[src/rtl/minterm_scanner_if.sv]
// Bundle of signals between minterm_scanner and the function block / controller.
// The scanner uses the slave modport; whoever starts scans and supplies
// the function block's led output uses the master modport.
interface minterm_scanner_if;
    logic        start;
    logic        led_in;
    logic [3:0]  stim;
    logic [15:0] truth;
    logic        busy;
    logic        done;
    logic        pass;
    logic [4:0]  mismatch_count;
    logic [3:0]  first_fail;

    modport master (
        output start,
        output led_in,
        input  stim,
        input  truth,
        input  busy,
        input  done,
        input  pass,
        input  mismatch_count,
        input  first_fail
    );

    modport slave (
        input  start,
        input  led_in,
        output stim,
        output truth,
        output busy,
        output done,
        output pass,
        output mismatch_count,
        output first_fail
    );
endinterface

[src/rtl/minterm_scanner.sv]
// minterm_scanner: walks all 16 input patterns of a 4-input function block,
// captures its led output into a truth table and compares against EXPECTED.
// Optional build macro MINTERM_SCANNER_LOOP_EN: after the first start the
// scanner free-runs, pulsing done for one cycle at the end of every scan.
module minterm_scanner #(
    parameter logic [15:0] EXPECTED      = 16'h545E,
    parameter int unsigned SETTLE_CYCLES = 2
) (
    input logic              clk,
    input logic              rst,
    minterm_scanner_if.slave bus
);

    typedef enum logic [1:0] {
        IDLE,
        SETTLE,
        SAMPLE,
        DONE
    } state_t;

    localparam logic [7:0] RELOAD = 8'(SETTLE_CYCLES - 1);

`ifdef MINTERM_SCANNER_LOOP_EN
    // In free-run mode stim is already 0 during the DONE cycle, so that cycle
    // counts as the first settle cycle of the next pass; this keeps the scan
    // period at exactly 16*(SETTLE_CYCLES+1) edges.
    localparam logic [7:0] LOOP_RELOAD = (SETTLE_CYCLES > 1) ? 8'(SETTLE_CYCLES - 2) : 8'd0;
    localparam state_t     LOOP_ENTRY  = (SETTLE_CYCLES > 1) ? SETTLE : SAMPLE;
`endif

    state_t      state_q, state_d;
    logic [3:0]  idx_q, idx_d;
    logic [7:0]  cnt_q, cnt_d;
    logic [3:0]  stim_q, stim_d;
    logic [15:0] truth_q, truth_d;
    logic        busy_q, busy_d;
    logic        done_q, done_d;
    logic        pass_q, pass_d;
    logic [4:0]  mismatch_q, mismatch_d;
    logic [3:0]  first_fail_q, first_fail_d;
    logic        launch;

    assign bus.stim           = stim_q;
    assign bus.truth          = truth_q;
    assign bus.busy           = busy_q;
    assign bus.done           = done_q;
    assign bus.pass           = pass_q;
    assign bus.mismatch_count = mismatch_q;
    assign bus.first_fail     = first_fail_q;

    // State and result registers; reset aborts any scan and clears all results.
    always_ff @(posedge clk or posedge rst) begin
        if (rst) begin
            state_q      <= IDLE;
            idx_q        <= 4'd0;
            cnt_q        <= 8'd0;
            stim_q       <= 4'd0;
            truth_q      <= 16'd0;
            busy_q       <= 1'b0;
            done_q       <= 1'b0;
            pass_q       <= 1'b0;
            mismatch_q   <= 5'd0;
            first_fail_q <= 4'd0;
        end else begin
            state_q      <= state_d;
            idx_q        <= idx_d;
            cnt_q        <= cnt_d;
            stim_q       <= stim_d;
            truth_q      <= truth_d;
            busy_q       <= busy_d;
            done_q       <= done_d;
            pass_q       <= pass_d;
            mismatch_q   <= mismatch_d;
            first_fail_q <= first_fail_d;
        end
    end

    // Next-state logic: settle, sample one pattern, advance or finish.
    always_comb begin
        state_d      = state_q;
        idx_d        = idx_q;
        cnt_d        = cnt_q;
        stim_d       = stim_q;
        truth_d      = truth_q;
        busy_d       = busy_q;
        done_d       = done_q;
        pass_d       = pass_q;
        mismatch_d   = mismatch_q;
        first_fail_d = first_fail_q;
        launch       = 1'b0;

        case (state_q)
            IDLE: begin
                if (bus.start) begin
                    launch = 1'b1;
                end
            end
            SETTLE: begin
                if (cnt_q != 8'd0) begin
                    cnt_d = cnt_q - 8'd1;
                end else begin
                    state_d = SAMPLE;
                end
            end
            SAMPLE: begin
                truth_d[idx_q] = bus.led_in;
                if (bus.led_in != EXPECTED[idx_q]) begin
                    if (mismatch_q == 5'd0) begin
                        first_fail_d = idx_q;
                    end
                    mismatch_d = mismatch_q + 5'd1;
                end
                if (idx_q != 4'd15) begin
                    idx_d   = idx_q + 4'd1;
                    stim_d  = idx_q + 4'd1;
                    cnt_d   = RELOAD;
                    state_d = SETTLE;
                end else begin
                    state_d = DONE;
                    busy_d  = 1'b0;
                    done_d  = 1'b1;
                    stim_d  = 4'd0;
                    pass_d  = (mismatch_d == 5'd0);
                end
            end
            DONE: begin
`ifdef MINTERM_SCANNER_LOOP_EN
                launch = 1'b1;
`else
                if (bus.start) begin
                    launch = 1'b1;
                end
`endif
            end
            default: begin
                state_d = IDLE;
            end
        endcase

        if (launch) begin
            idx_d        = 4'd0;
            stim_d       = 4'd0;
            truth_d      = 16'd0;
            mismatch_d   = 5'd0;
            first_fail_d = 4'd0;
            pass_d       = 1'b0;
            done_d       = 1'b0;
            busy_d       = 1'b1;
            state_d      = SETTLE;
            cnt_d        = RELOAD;
`ifdef MINTERM_SCANNER_LOOP_EN
            if (state_q == DONE) begin
                state_d = LOOP_ENTRY;
                cnt_d   = LOOP_RELOAD;
            end
`endif
        end
    end

endmodule
[src/flat_wrapper.sv]
// flat-port wrapper written by rule: the top's interface ports become plain ports
module minterm_scanner_flat 
#(
    parameter logic [15:0] EXPECTED      = 16'h545E,
    parameter int unsigned SETTLE_CYCLES = 2
)
  (clk, rst, bus_start, bus_led_in, bus_stim, bus_truth, bus_busy, bus_done, bus_pass, bus_mismatch_count, bus_first_fail);
  minterm_scanner_if bus_i ();
  input logic clk;
  input logic rst;
  input wire logic [$bits(bus_i.start)-1:0] bus_start;
  input wire logic [$bits(bus_i.led_in)-1:0] bus_led_in;
  output wire logic [$bits(bus_i.stim)-1:0] bus_stim;
  output wire logic [$bits(bus_i.truth)-1:0] bus_truth;
  output wire logic [$bits(bus_i.busy)-1:0] bus_busy;
  output wire logic [$bits(bus_i.done)-1:0] bus_done;
  output wire logic [$bits(bus_i.pass)-1:0] bus_pass;
  output wire logic [$bits(bus_i.mismatch_count)-1:0] bus_mismatch_count;
  output wire logic [$bits(bus_i.first_fail)-1:0] bus_first_fail;
  assign bus_i.start = bus_start;
  assign bus_i.led_in = bus_led_in;
  assign bus_stim = bus_i.stim;
  assign bus_truth = bus_i.truth;
  assign bus_busy = bus_i.busy;
  assign bus_done = bus_i.done;
  assign bus_pass = bus_i.pass;
  assign bus_mismatch_count = bus_i.mismatch_count;
  assign bus_first_fail = bus_i.first_fail;
  minterm_scanner #(.EXPECTED(EXPECTED), .SETTLE_CYCLES(SETTLE_CYCLES)) u_core (.clk(clk), .rst(rst), .bus(bus_i));
endmodule
[config.mk]
export PLATFORM = sky130hd
export DESIGN_NAME = minterm_scanner_flat
export DESIGN_NICKNAME = d
export VERILOG_FILES = /design/src/rtl/minterm_scanner_if.sv /design/src/rtl/minterm_scanner.sv /design/src/flat_wrapper.sv
export SDC_FILE = /design/constraint.sdc
export NUM_CORES = 1
export LEC_CHECK = 0
export ABC_CLOCK_PERIOD_IN_PS = 4830
export CAP_MARGIN = 15
export CORE_ASPECT_RATIO = 0.9
export CORE_MARGIN = 2
export CORE_UTILIZATION = 40
export CTS_CLUSTER_SIZE = 10
export DETAILED_ROUTE_END_ITERATION = 10
export PLACE_DENSITY = 0.74
export SLEW_MARGIN = 40
export SYNTH_ARGS = -nofsm -noshare
export SYNTH_HDL_FRONTEND = slang
export SYNTH_SLANG_ARGS = --single-unit
[constraint.sdc]
create_clock -name clk -period 4.83 [get_ports clk]
set_clock_uncertainty 0.1 [all_clocks]
set_input_delay 0.483 -clock clk [delete_from_list [all_inputs] [get_ports clk]]
set_output_delay 0.483 -clock clk [all_outputs]
set_load 0.03 [all_outputs]
==> flow_summary.ini <==
[cts]
postCtsSetupBuffers = 0
hold_buffers = 0
cts_root_buffer = clkbuf_8
clock_latency_ps = 300
cts_tree = built
cts_max_path_buffers = 2
clock-sinks = 46
cts_resized = 0
numCtsBuffers = 5
cts_max_level = 2
clkTransAtPathRegs_ps = 80

[die]
dieWidth_um = 87.4
core_mm2 = 0.00608
rows = 27
pin_count = 36
dieArea_mm2 = 0.00690
start_util = 0.411
die_height_um = 79.0

[power]
comb_power_share = 0.494
power_frac_clock = 0.170
p_per_area_mw_per_mm2 = 581
leakagePower_nw = 1.37
power_switching_uw = 770
switching_share = 0.439
p_seq_frac = 0.336
cellInternalPower_uw = 983
ir_drop_v = 0.000229

[yosys]
yosys.area_share.simple = 0.242
synthFlopType = dfrtp_1
synth_area_mm2 = 0.00250
synthAdderAreaFrac = 0.0500
synth_nets = 271
async_flop_share = 1.00
synth.area.mux_share = 0.0560
synth.distinct_cells = 50
synth_compound_area_frac = 0.111
synth_top_family_by_area = simple AND/OR/NAND/NOR gates
syn_area_per_cell_um2 = 9.73
yosys.area_share.xor_xnor = 0.0415
synth-seq-cells = 46
synthCells = 257
ys_seq_area_frac = 0.460
synth_edf_count = 0
yosys_warnings = 0

[drt]
wl_per_cell_um = 15.0
wl_met1_um = 2670
dr.max_layer_used = met4
ant_nets = 0
drt_iter0_drc = 78
first_pass_iters = 4
vias = 1958
drc = 0
met3_length_um = 284
vias_per_cell = 5.42
wl_met2_um = 2410
wirelength_um = 5400

[worst_setup_path]
critPathArrivalTime_ps = 2730
crit_path_start_kind = flip-flop
critical_path_class = reg -> reg
ff2ff_setup_slack_ps = 2190
endpoint_kind = flip-flop
worstPathMaxFanout = 20
worstPathRequired_ps = 4920
reg2regPathDepth = 8
endpoint = u_core.cnt_q[4]$_DFFE_PP0P_
crit-reg2reg-launch = u_core.state_q[0]$_DFFE_PP0P_
startpoint = u_core.state_q[0]$_DFFE_PP0P_
worstReg2RegEnd = u_core.cnt_q[4]$_DFFE_PP0P_

[finish]
sequential_cell_area_mm2 = 0.00115
final_cell_mix = 46 x nor2_1, 46 x dfrtp_1, 35 x clkdlybuf4s50_1
fin_area_mm2 = 0.00302
drive_gt1_frac = 0.0934
fillers = 572
antenna_cells = 0
instances_no_fill = 361
nets = 303
syn2layout_area_growth_pct = 20.7
multi_input_area_mm2 = 0.00125
final_util = 0.496

[sta]
maxClockFrequency_mhz = 379
rsz0062_at_grt = false
finalSetupViolCount = 0
setup_tns_ps = 0
fin_crit_sh = 0.546
relSlewSlack = 0.529
period_needed_ps = 2640
worst_slack_ps = 2190
maxSlewViolCount = 0
hold_viol_final = 0
worstMarginPinSlew_ps = 706

[place]
dpl.cell_count = 354
place_congestion = 0.783
io_buffers = 35
dp_slack_ps = 2030
dpl.hpwl_um = 3770
placed_cell_area_mm2 = 0.00291

[grt]
antenna_found_initial = 0
grt.total_usage = 0.169
grt_max_degree = 47
grt-ovfl-total = 0
grt_first_pass_wirelength_um = 9280
grt_pass1_vias = 1912

[hold_path]
hp-class = reg -> reg

[outcome]
status = finished, final reports clean

[job]
cap_violations = 0
[power by group through the flow]
stage | combinational (mW) | sequential, mW | clock, mW
2_1_floorplan | 0.585 | 0.646 | 0
3_3_place_gp | 0.850 | 0.593 | 0
3_5_place_dp | 0.867 | 0.597 | 0
4_1_cts | 0.872 | 0.590 | 0.302
5_1_grt | 0.953 | 0.606 | 0.316
6_report | 0.865 | 0.590 | 0.298
[critical path, cell delays in order (launching register included)]
cell and delay, ps:
dfrtp_1 380, inv_1 70, ha_1 430, and2_1 630, buf_4 370, nor2_4 120
nor4b_4 230, xnor2_1 150, nor2_1 50
[worst min path at each step]
| stage | startpoint | endpoint | cells past startpoint |
|---|---|---|---|
| 2_1_floorplan | u_core.cnt_q[6]$_DFFE_PP0P_ | u_core.cnt_q[6]$_DFFE_PP0P_ | 1 |
| 3_3_place_gp | u_core.bus.busy$_DFFE_PP0P_ | u_core.bus.busy$_DFFE_PP0P_ | 2 |
| 3_5_place_dp | u_core.bus.busy$_DFFE_PP0P_ | u_core.bus.busy$_DFFE_PP0P_ | 2 |
| 4_1_cts | u_core.bus.busy$_DFFE_PP0P_ | u_core.bus.busy$_DFFE_PP0P_ | 2 |
| 5_1_grt | u_core.cnt_q[6]$_DFFE_PP0P_ | u_core.cnt_q[6]$_DFFE_PP0P_ | 1 |
| 6_report | u_core.bus.busy$_DFFE_PP0P_ | u_core.bus.busy$_DFFE_PP0P_ | 2 |
[cell type report]
cell class	instances	area share
tap	72	0.0299
inverter	11	0.0137
clock inverter	1	0.00995
timing repair buffer	38	0.124
sequential	46	0.381
multi-input combinational	187	0.414
clock buffer	6	0.0274
[sequential cells by signal (all words and copies together), names as in the netlist]
register	flops
u_core.bus.mismatch_count	5
u_core.bus.truth	16
u_core.bus.done	1
u_core.bus.busy	1
u_core.state_q	2
u_core.cnt_q	8
u_core.bus.first_fail	4
u_core.idx_q	4
u_core.bus.stim	4
u_core.bus.pass	1
[synthesized netlist by cell type, types with 2 or more instances]
| cell | instances | share of area |
|---|---|---|
| mux2i_1 | 14 | 0.056 |
| nand2_1 | 19 | 0.029 |
| ha_1 | 10 | 0.050 |
| o21ai_0 | 3 | 0.0060 |
| nand2b_1 | 3 | 0.0075 |
| xor2_1 | 4 | 0.014 |
| nor3_1 | 6 | 0.012 |
| a21oi_1 | 17 | 0.034 |
| nand3_1 | 15 | 0.030 |
| inv_1 | 10 | 0.015 |
| a211oi_1 | 4 | 0.012 |
| and2_1 | 3 | 0.0075 |
| clkbuf_1 | 8 | 0.012 |
| xnor2_1 | 6 | 0.021 |
| o21ai_1 | 3 | 0.0060 |
| dfrtp_1 | 46 | 0.46 |
| nor2_1 | 46 | 0.069 |
| nor2b_1 | 4 | 0.010 |
| buf_1 | 2 | 0.0030 |
| buf_2 | 2 | 0.0040 |
| nor4_2 | 3 | 0.015 |
[cell families after synthesis]
logic type      count (synthesis)
compound gates                 39
xor+xnor                       11
fa+ha+maj                      10
buf+inv                        24
flops                          46
mux                            14
simple gates                  113
[layer usage]
metal,up-vias,global-route usage
met5,-,0
met1,949,0.250
met2,58,0.251
li1,946,-
met3,5,0.0374
met4,0,0.0462
[metrics by stage]
step	hold slack, ps	power [mW]
after global routing	440	1.87
after CTS	404	1.76
after floorplan	351	1.23
after global placement	369	1.44
final	396	1.75
after detailed placement	386	1.46
Power figures use the tool's default switching activity.
